File: src/rtl/keystream_uart_feeder_pkg.sv
// Shared types and constants for the keystream-to-UART feeder.
package keystream_uart_feeder_pkg;

    localparam int unsigned BLOCK_W_DEF   = 512;
    localparam int unsigned NUM_BYTES_DEF = BLOCK_W_DEF / 8;
    localparam int unsigned INDEX_W       = 64;
    localparam int unsigned TMO_W         = 16;
    localparam int unsigned SETTLE_W      = 8;

    typedef enum logic [2:0] {
        IDLE,
        START,
        WAIT_CORE,
        LOAD,
        SEND,
        WAIT_START,
        WAIT_DONE,
        NEXT
    } state_t;

endpackage

File: src/rtl/keystream_uart_feeder_bit_sync.sv
// Multi-flop synchronizer; resets high because the UART idle level is 1.
module keystream_uart_feeder_bit_sync
    import keystream_uart_feeder_pkg::*;
#(
    parameter int unsigned STAGES = 2
) (
    input  logic clk,
    input  logic rst_n,
    input  logic d,
    output logic q
);

    logic [STAGES-1:0] chain;

    // Shift the asynchronous input through the flop chain.
    always_ff @(posedge clk or negedge rst_n) begin
        if (!rst_n) begin
            chain <= '1;
        end else begin
            chain <= {chain[STAGES-2:0], d};
        end
    end

    assign q = chain[STAGES-1];

endmodule

File: src/rtl/keystream_uart_feeder.sv
// Requests keystream blocks from the cipher core and streams them byte-wise
// (LSB first) into a UART transmitter, advancing the block counter per block.
module keystream_uart_feeder
    import keystream_uart_feeder_pkg::*;
#(
    parameter int unsigned BLOCK_W       = BLOCK_W_DEF,
    parameter int unsigned NUM_BYTES     = BLOCK_W / 8,
    parameter int unsigned SYNC_STAGES   = 2,
    parameter int unsigned START_TIMEOUT = 4096,
    parameter int unsigned CORE_SETTLE   = 2
) (
    input  logic               clk,
    input  logic               rst_n,
    input  logic               run,
    output logic               core_start,
    output logic [INDEX_W-1:0] core_index,
    input  logic               core_done,
    input  logic [BLOCK_W-1:0] core_out,
    output logic [7:0]         tx_byte,
    output logic               tx_en,
    output logic               tx_send,
    input  logic               tx_done,
    output logic               busy,
    output logic               err
);

    localparam int unsigned BIDX_W = (NUM_BYTES > 1) ? $clog2(NUM_BYTES) : 1;
    localparam logic [BIDX_W-1:0]   LAST_BYTE   = BIDX_W'(NUM_BYTES - 1);
    localparam logic [TMO_W-1:0]    TMO_LAST    = TMO_W'(START_TIMEOUT - 1);
    localparam logic [SETTLE_W-1:0] SETTLE_INIT = SETTLE_W'(CORE_SETTLE);

    state_t               state_q, state_d;
    logic [BLOCK_W-1:0]   block_q, block_d;
    logic [BIDX_W-1:0]    k_q, k_d;
    logic [SETTLE_W-1:0]  settle_q, settle_d;
    logic [TMO_W-1:0]     tmo_q, tmo_d;
    logic [INDEX_W-1:0]   index_d;
    logic [7:0]           byte_d;
    logic                 send_d;
    logic                 err_d;
    logic                 start_d;
    logic                 busy_d;
    logic                 done_s;
    logic [BIDX_W+2:0]    bit_base;

    keystream_uart_feeder_bit_sync #(
        .STAGES (SYNC_STAGES)
    ) u_done_sync (
        .clk   (clk),
        .rst_n (rst_n),
        .d     (tx_done),
        .q     (done_s)
    );

    assign bit_base = {k_q, 3'b000};

    // State and datapath registers; every output is a flop.
    always_ff @(posedge clk or negedge rst_n) begin
        if (!rst_n) begin
            state_q    <= IDLE;
            block_q    <= '0;
            k_q        <= '0;
            settle_q   <= '0;
            tmo_q      <= '0;
            core_index <= '0;
            tx_byte    <= '0;
            tx_en      <= 1'b0;
            tx_send    <= 1'b0;
            err        <= 1'b0;
            core_start <= 1'b0;
            busy       <= 1'b0;
        end else begin
            state_q    <= state_d;
            block_q    <= block_d;
            k_q        <= k_d;
            settle_q   <= settle_d;
            tmo_q      <= tmo_d;
            core_index <= index_d;
            tx_byte    <= byte_d;
            tx_en      <= send_d;
            tx_send    <= send_d;
            err        <= err_d;
            core_start <= start_d;
            busy       <= busy_d;
        end
    end

    // Next-state and next-register logic for the block/byte handshake.
    always_comb begin
        state_d  = state_q;
        block_d  = block_q;
        k_d      = k_q;
        settle_d = settle_q;
        tmo_d    = tmo_q;
        index_d  = core_index;
        byte_d   = tx_byte;
        send_d   = tx_send;
        err_d    = err;

        case (state_q)
            IDLE: begin
                if (run) begin
                    state_d = START;
                end
            end
            START: begin
                settle_d = SETTLE_INIT;
                state_d  = WAIT_CORE;
            end
            WAIT_CORE: begin
                if (settle_q != '0) begin
                    settle_d = settle_q - 1'b1;
                end else if (core_done) begin
                    block_d = core_out;
                    k_d     = '0;
                    state_d = LOAD;
                end
            end
            LOAD: begin
                byte_d = block_q[bit_base +: 8];
                if (done_s) begin
                    send_d  = 1'b1;
                    state_d = SEND;
                end
            end
            SEND: begin
                tmo_d   = '0;
                state_d = WAIT_START;
            end
            WAIT_START: begin
                if (!done_s) begin
                    state_d = WAIT_DONE;
                end else if (tmo_q == TMO_LAST) begin
                    err_d   = 1'b1;
                    send_d  = 1'b0;
                    state_d = LOAD;
                end else begin
                    tmo_d = tmo_q + 1'b1;
                end
            end
            WAIT_DONE: begin
                if (done_s) begin
                    send_d  = 1'b0;
                    state_d = NEXT;
                    // Counter is visible in NEXT, a cycle ahead of the next start.
                    if (k_q == LAST_BYTE) begin
                        index_d = core_index + 1'b1;
                    end
                end
            end
            NEXT: begin
                if (k_q != LAST_BYTE) begin
                    k_d     = k_q + 1'b1;
                    state_d = LOAD;
                end else begin
                    state_d = run ? START : IDLE;
                end
            end
            default: begin
                state_d = IDLE;
            end
        endcase

        start_d = (state_d == START);
        busy_d  = (state_d != IDLE);
    end

endmodule

File: config.mk
export PLATFORM = sky130hd
export DESIGN_NAME = keystream_uart_feeder
export DESIGN_NICKNAME = d
export VERILOG_FILES = /design/src/rtl/keystream_uart_feeder_pkg.sv /design/src/rtl/keystream_uart_feeder_bit_sync.sv /design/src/rtl/keystream_uart_feeder.sv
export SDC_FILE = /design/constraint.sdc
export NUM_CORES = 1
export LEC_CHECK = 0
export ABC_AREA = 1
export CAP_MARGIN = 10
export CORE_ASPECT_RATIO = 1.4
export CORE_UTILIZATION = 57
export DETAILED_ROUTE_END_ITERATION = 10
export PLACE_DENSITY_LB_ADDON = 0.15
export SYNTH_ARGS = -nofsm -noshare
export SYNTH_HDL_FRONTEND = slang
export SYNTH_SLANG_ARGS = --single-unit
File: constraint.sdc
create_clock -name clk -period 4.1 [get_ports clk]
set_clock_uncertainty 0.15 [all_clocks]
set_input_delay 0.82 -clock clk [delete_from_list [all_inputs] [get_ports clk]]
set_output_delay 0.82 -clock clk [all_outputs]
set_load 0.01 [all_outputs]
; Word-level counts from Yosys, hierarchy flattened
; Index checks and enable logic that the tools add are counted.
[word_totals]
regBits = 623
inputBits = 517
out_inout_bits = 77
wordCells = 76
[classes]
add_sub_neg = 4
n_eq_ne = 20
n_shift = 1
muxes = 24
bitwise = 1
reduce_logical = 14
[ops]
columns = operator, n
row1 = $shiftx A512 B10 Y8, 1
row2 = $add A64 B1 Y64 const B, 1
row3 = $mux W16, 2
row4 = $pmux W16 S2, 1
row5 = $pmux W3 S8, 1
row6 = $mux W3, 7
row7 = $mux W6, 3
row8 = $add A16 B1 Y16 const B, 1
row9 = $eq A16 B12 Y1 const B, 1
row10 = $pmux W8 S2, 1
row11 = $eq A3 B3 Y1 const B, 4
row12 = $ne A2 B2 Y1 const B, 6
row13 = $pmux W6 S2, 1
row14 = $reduce_and A3 Y1, 4
row15 = $mux W8, 1
row16 = $reduce_bool A8 Y1, 1
row17 = $sub A8 B1 Y8 const B, 1
row18 = $add A6 B1 Y6 const B, 1
row19 = $eq A3 B1 Y1 const B, 2
row20 = $eq A3 B2 Y1 const B, 2
row21 = $eq A6 B6 Y1 const B, 1
row22 = $ne A2 B1 Y1 const B, 3
row23 = $ne A6 B6 Y1 const B, 1
row24 = $reduce_bool A2 Y1, 3
row25 = other kinds (9), 14

; Depth between registers and ports, before layout
; Gate-level depths: netlist of the first run.
[depth]
depth_word = 5
depth_mapped = 14
ltp_nobuf = 12

; Modules after synthesis
; Synthesis of the first run repeated with hierarchy kept, for this count alone.
[unflattened]
cells_unflattened = 3133
area_unflattened_um2 = 30336.6
[by_module_without_submodules]
columns = module, instances, cells_each, area_per_inst_um2, seq_area_each_um2
row1 = keystream_uart_feeder, 1, 3131, 30284.0, 15539.9
row2 = keystream_uart_feeder_bit_sync, 1, 2, 52.6, 52.6

; Worst setup path before layout of the first run
; No wires, ideal clock.
[synth_path]
path_type = reg2reg
start = reg k_q[1]
end = reg core_index[63]
t_arrival_ns = 1.637
setup_slack_ns = 2.197
path_stages_with_launch = 14
synth_period_minus_slack_ns = 1.903
path_cell_list = dfrtp_1 -> ha_1 -> nand2_1 -> nor2_1 -> nand2_2 -> nor2_4 -> buf_6 -> nand2_4 -> nor2_4 -> nand2_2 -> nor2_4 -> nand2_1 -> nand2_1 -> nand2_1
[synth_via]
elab_chain_cells = 2
[synth_rtl]
columns = element, line
row1 = from (decl), keystream_uart_feeder.sv:34  ; logic [BIDX_W-1:0] k_q, k_d;
row2 = from (signal assigned), keystream_uart_feeder.sv:75  ; k_q <= k_d;
row3 = $eq A6 B6 Y1, keystream_uart_feeder.sv:146  ; if (k_q == LAST_BYTE) begin
row4 = $reduce_and A3 Y1 (no line), --
row5 = to (signal assigned), keystream_uart_feeder.sv:78  ; core_index <= index_d;
row6 = to (decl), keystream_uart_feeder.sv:16  ; output logic [INDEX_W-1:0] core_index,
; No other way between the ends.
; A chain may end at the register's enable or synchronous reset.

; Worst setup path in the final report of the first run
[layout_path]
start = reg k_q[0]
end = reg tx_byte[7]
[layout_via]
elab_chain_cells = 1
[layout_rtl]
columns = element, line
row1 = $shiftx A512 B10 Y8, keystream_uart_feeder.sv:120  ; byte_d = block_q[bit_base +: 8];
row2 = to (signal assigned), keystream_uart_feeder.sv:79  ; tx_byte <= byte_d;
row3 = to (decl), keystream_uart_feeder.sv:19  ; output logic [7:0] tx_byte,
; No other way between the ends.

==> results of run 1 <==
state kept, by name, indices dropped and copies added, names as in the netlist:
| register | flops |
|---|---|
| tmo_q | 16 |
| err | 1 |
| busy | 1 |
| tx_byte | 8 |
| settle_q | 8 |
| core_start | 1 |
| u_done_sync.chain | 2 |
| core_index | 64 |
| state_q | 3 |
| tx_send | 1 |
| block_q | 512 |
| k_q | 6 |
per-layer routing:
layer,part of all wire,GRT usage,vias up
met2,0.48,0.612,1339
met3,0.074,0.0561,346
met4,0.077,0.279,2
met1,0.36,0.460,13900
met5,0.00013,0,-
li1,-,-,14100
worst max-delay path, delay by kind of cell (launching register included):
kind	cells	cell delay [ps]
buffers and inverters	2	1090
and+or+nand+nor	8	1110
DFF	1	470
placed cells by master (no fill, tap or decap), drive strengths merged, types with 5 or more instances in the layout:
master	count
buf	60
nand4	22
diode	18
nand2	2369
nor2	128
inv	117
bufinv	6
a21oi	23
clkinv	19
o21ai	30
clkdlybuf4s50	592
xor2	43
nand3	510
or2	5
ha	5
nor3	41
clkbuf	89
xnor2	17
dfrtp	621
worst paths after layout:
check                      slack (ps)  depth (start not counted)              endpoint
setup reg to reg                 1140                         10            tx_byte[7]
hold reg to reg                   220                          0  u_done_sync.chain[1]
max in group asynchronous        2720                          2        core_index[50]
hold / removal                     70                          1          block_q[413]
min in group clk                  220                          0  u_done_sync.chain[1]
setup / recovery                 1140                         10            tx_byte[7]
cell families after synthesis:
logic type,after synthesis,share of synthesized area
adders and majority gates,5,0.00205
DFF,623,0.510
buffers and inverters,350,0.0494
and+or+nand+nor,3085,0.411
xor gates and xnor gates,60,0.0172
AOI/OAI and AO/OA,62,0.0109
area by class of cell:
type / count / area [um^2] / area share
sequential: 623 / 15600 / 0.398
multi-input combinational: 3212 / 13500 / 0.344
timing repair buffer: 652 / 6610 / 0.169
clock buffer: 89 / 1790 / 0.0457
tap: 714 / 893 / 0.0228
inverter: 122 / 477 / 0.0122
clock inverter: 22 / 284 / 0.00725
antenna: 18 / 45.0 / 0.00115
where the power goes:
part / internal (mW) / switching [mW]
Sequential: 8.87 / 1.60
Clock: 3.39 / 2.47
Combinational: 3.27 / 5.85
Total: 15.5 / 9.92
==> key figures, run 1 <==
Outcome
  • Outcome: completed

Placed design
  • Dpl hpwl: 72.7 mm
  • Placed inst area: 37100 um^2
  • Placed insts: 5323
  • Pre-CTS setup slack: 972 ps
  • Port bufs: 593
  • GPL Wtd Cong: 0.967

CTS
  • H-tree depth: 2
  • Clk_lat worst skew: 640 ps
  • Hold Buf Count CTS: 0
  • CTS Root Cell: clkbuf_16
  • CTS tree: yes
  • CTS Buf Count: 60
  • CTS resizes: 0
  • Setup Buffers After CTS: 0
  • TritonCTS Sinks: 623
  • Clk slew on worst S/H paths: 60 ps
  • Max clock buf depth: 3

Setup path
  • Critical path fanouts, max: 57
  • Worst path slowest cell: buf_4
  • Most frequent CP cell: nand3_1
  • CP max stage delay: 640 ps
  • Crit path required time: 4510 ps
  • Crit. Startpoint: k_q[0]
  • Critical R2R Launch: k_q[0]
  • Startpoint types: flip-flop
  • CP Cell Sequence: buf_4, buf_4, nand2_1, nand3_1, nand3_1, nand3_1, nand3_1, nand2_1, nand3_1, nand2_1
  • CP Capture Type: flip-flop
  • CP arrival: 3370 ps
  • Crit path kind: reg2reg

Job
  • MaxCap Viol Count: 0

Global routing
  • Largest net degree at the start of global routing: 169
  • Vias in the first global route: 28900
  • Initial antenna violation count: 18
  • Overall Global Routing Usage: 0.379
  • Global-route wire length before repair: 159 mm
  • GR Overflow Total: 0

Yosys
  • Yosys warnings: 0
  • EDFF count, synth: 0
  • Sequential fraction of the synthesis area: 0.510
  • Cell taking the most area after synthesis: dfrtp_1
  • Top cell type's share of synthesized area: 0.508
  • Synth cell types: 37
  • #FFs+latches synth: 623
  • Post-Syn Nets: 4707
  • Most common cell in the netlist: nand2_1
  • Asr flop ratio synth: 1.00
  • Synthesized cell area: 30600 um^2
  • Synth top cells by count: 2361 x nand2_1, 621 x dfrtp_1, 505 x nand3_1
  • Post-Synthesis Cells: 4185
  • Syn Area/Cell: 7.31 um^2
  • Most used flip-flop cell after synthesis: dfrtp_1
  • Ranking of synthesized cells by area: dfrtp_1 51%, nand2_1 29%, nand3_1 8.3%

Layout
  • Area Overhead vs Synth: 28.1%
  • Net count reported at finish: 5193
  • Design Area, Final: 39200 um^2
  • Final cell count without fillers: 5452
  • Final core utilization: 0.739
  • Share of cells above drive strength 1: 0.0453
  • Filler cells: 4332

Min path
  • HP Class: in2async

Floorplan
  • Starting Density: 0.577
  • Die ar.: 54600 um^2
  • Cell Rows: 100
  • Die width: 198 um
  • Core Region: 53100 um^2
  • # IOs: 594
  • Die Ht: 276 um

Drt
  • DR pass1 iterations: 6
  • Number of DRC markers in iteration 0: 2441
  • Final wirelength: 102 mm
  • Antenna-violating nets left: 0
  • WL/cell: 18.7 um
  • Via count: 29600
  • DR vias/cell: 5.44
  • DRC: 0

STA
  • Hold_ws: 73.3 ps
  • Final hold vios: 0
  • RSZ-0062 raised after global routing: false
  • Final setup fails: 0
  • Period utilization: 0.721
  • Relative slew slack: 0.326
  • Min cycle time layout: 2960 ps
  • Max Fclk: 0.338 GHz
  • Max Slew Vio Count: 0
  • Slack of the critical path: 1140 ps
  • Slew @ Worst Pin: 1010 ps
  • Setup tns final: 0 ps

Power
  • VDD IR-drop max: 0.000625 V
  • Pleak: 19.4 nW
  • Final Power: 25.4 mW
  • P per Cell Area: 650 nW/um^2
Power figures use the tool's default switching activity.
==> inputs of run 2 (changes only) <==
--- a/config.mk
+++ b/config.mk
@@ -8,7 +8,7 @@
 export ABC_AREA = 1
 export CAP_MARGIN = 10
 export CORE_ASPECT_RATIO = 1.4
-export CORE_UTILIZATION = 57
+export CORE_UTILIZATION = 48
 export DETAILED_ROUTE_END_ITERATION = 10
 export PLACE_DENSITY_LB_ADDON = 0.15
 export SYNTH_ARGS = -nofsm -noshare
==> constraint.sdc (replaced) <==
create_clock -name clk -period 2.5 [get_ports clk]
set_clock_uncertainty 0.15 [all_clocks]
set_input_delay 0.5 -clock clk [delete_from_list [all_inputs] [get_ports clk]]
set_output_delay 0.5 -clock clk [all_outputs]
set_load 0.01 [all_outputs]
==> run 2 against run 1 <==
Setup slack got worse by 1100 ps. Utilization decreased by 11 points. Via count decreased by 1.1%. Cell count increased by 2.5%. Critical endpoint is now core_index[0]. Largest power group unchanged.
==> key figures, run 2 (synthesis gave the netlist of run 1 again) <==
Setup path
  • R2r setup slk: 90 ps
  • Crit path required time: 1850 ps
  • Crit path max-delay family: buffers and inverters
  • Crit path kind: reg2out
  • CP Capture Type: output port
  • Startpoint types: flip-flop
  • CP arrival: 1790 ps
  • Critical path fanouts, max: 7
  • CP max stage delay: 610 ps
  • CP Cell Sequence: clkdlybuf4s50_1
  • Worst path slowest cell: clkdlybuf4s50_1
  • Buffers plus inverters on the worst setup path: 1

Layout
  • Top Registers: block_q: 512 flops, core_index: 64 flops, tmo_q: 16 flops
  • Filler cells: 5762
  • Commonest cells after routing, fill and taps aside: 2361 x nand2_1, 618 x dfrtp_1, 592 x clkdlybuf4s50_1
  • Area Overhead vs Synth: 30.1%
  • Final core utilization: 0.632
  • Largest register FFs: 512
  • Share of cells above drive strength 1: 0.0530
  • Final cell count without fillers: 5590
  • Net count reported at finish: 5229
  • Footprint of the multi-input gates: 13500 um^2
  • Most flops, register: block_q
  • Sequential Area: 15600 um^2
  • Commonest non-fill, non-tap cell in the layout: nand2_1

Floorplan
  • Die width: 215 um
  • Core Region: 63000 um^2
  • # IOs: 594
  • Die ar.: 64700 um^2
  • Die Ht: 301 um
  • Starting Density: 0.485
  • Cell Rows: 109

CTS
  • Max clock buf depth: 3
  • Clk slew on worst S/H paths: 70 ps
  • CTS tree: yes
  • CTS Root Cell: clkbuf_16
  • CTS Buf Count: 60
  • TritonCTS Sinks: 623
  • Clk_lat worst skew: 650 ps
  • H-tree depth: 2

STA
  • Slew @ Worst Pin: 903 ps
  • Final hold vios: 0
  • Min cycle time layout: 2440 ps
  • Setup tns final: 0 ps
  • Max Slew Vio Count: 0
  • Period utilization: 0.977
  • Final setup fails: 0
  • Max Fclk: 0.409 GHz
  • RSZ-0062 raised after global routing: false
  • Relative slew slack: 0.396

Placed design
  • Placed insts: 5475
  • GPL Wtd Cong: 0.920
  • Dpl hpwl: 76.6 mm
  • Port bufs: 593

Power
  • Sw Share: 0.393
  • P per Cell Area: 1060 nW/um^2
  • Share of power burned in registers: 0.406
  • VDD IR-drop max: 0.000819 V
  • Clock Power Share: 0.223
  • Combinational share of power: 0.371
  • Pleak: 19.6 nW
  • Internal power: 25.5 mW
  • Switch Pwr: 16.5 mW

Drt
  • Final wirelength: 105 mm
  • Number of DRC markers in iteration 0: 2481
  • DR vias/cell: 5.24
  • DRC: 0
  • WL/cell: 18.8 um
  • Antenna-violating nets left: 0
  • Via count: 29300
  • DR pass1 iterations: 5

Job
  • MaxCap Viol Count: 0

Global routing
  • Vias in the first global route: 28800
  • Largest net degree at the start of global routing: 125
  • Overall Global Routing Usage: 0.324
  • GR Overflow Total: 0
  • Global-route wire length before repair: 162 mm
  • Initial antenna violation count: 6

Min path
  • HP Class: in2reg

Outcome
  • Outcome: completed
run 2: cell types whose count changed in the layout (fill, tap and decap cells not counted), sizes merged:
cell	previous run	this run
inv	117	118
clkinv	19	25
buf	60	94
diode	18	5
clkinvlp	2	1
clkbuf	89	84
bufinv	6	3
dlygate4sd3	0	1
run 2: worst paths after layout:
| path | cells past startpoint | from | to |
|---|---|---|---|
| setup / recovery | 1 | core_index[0] | core_index[0] |
| hold / removal | 1 | tx_done | u_done_sync.chain[0] |
| hold reg to reg | 0 | u_done_sync.chain[0] | u_done_sync.chain[1] |
| min in group asynchronous | 2 | rst_n | block_q[436] |
| max in group asynchronous | 3 | rst_n | u_done_sync.chain[1] |
| setup reg to reg | 9 | k_q[1] | tx_byte[4] |
run 2: stage by stage:
step	worst slack (ps)	hold WS, ps	total power [mW]	area, um^2
2_1_floorplan	597	54.4	26.4	30600
3_3_place_gp	113	203	32.3	37700
3_5_place_dp	100	198	32.7	37700
4_1_cts	44.6	128	42.1	39700
5_1_grt	2.69	148	45.0	39800
6_report	56.3	155	42.1	39800
run 2: layout make-up:
class                   instances  area share
multi-input cells            3212       0.339
diodes                          5    0.000314
flip-flops and latches        623       0.392
inverters                     122      0.0121
clock buffers                  83      0.0447
repair buffers                688       0.180
clock inverters                25     0.00544
well taps                     832      0.0262
run 2: timing repair:
item                                    CTS  global route
hold endpoints to repair                 24             0
buffers inserted                          0             0
endpoints found under the setup margin    0             4
resized for setup                         0             2
hold buffers                              1             0
run 2: power by group through the flow:
stage	sequential, mW	clock, mW	combinational (mW)
global route	17.6	9.85	17.6
CTS	17.1	9.46	15.6
global placement	17.1	0	15.2
detailed placement	17.2	0	15.5
floorplan	16.5	0	9.91
finish	17.1	9.36	15.6
run 2: layer usage:
| metal | wire (um) | part of all wire | up-vias | GRT usage |
|---|---|---|---|---|
| li1 | - | - | 14100 | - |
| met1 | 41600 | 0.39 | 13900 | 0.407 |
| met2 | 51800 | 0.49 | 1065 | 0.543 |
| met3 | 6140 | 0.058 | 243 | 0.0464 |
| met4 | 5790 | 0.055 | 4 | 0.172 |
| met5 | 25 | 0.00024 | - | 0 |
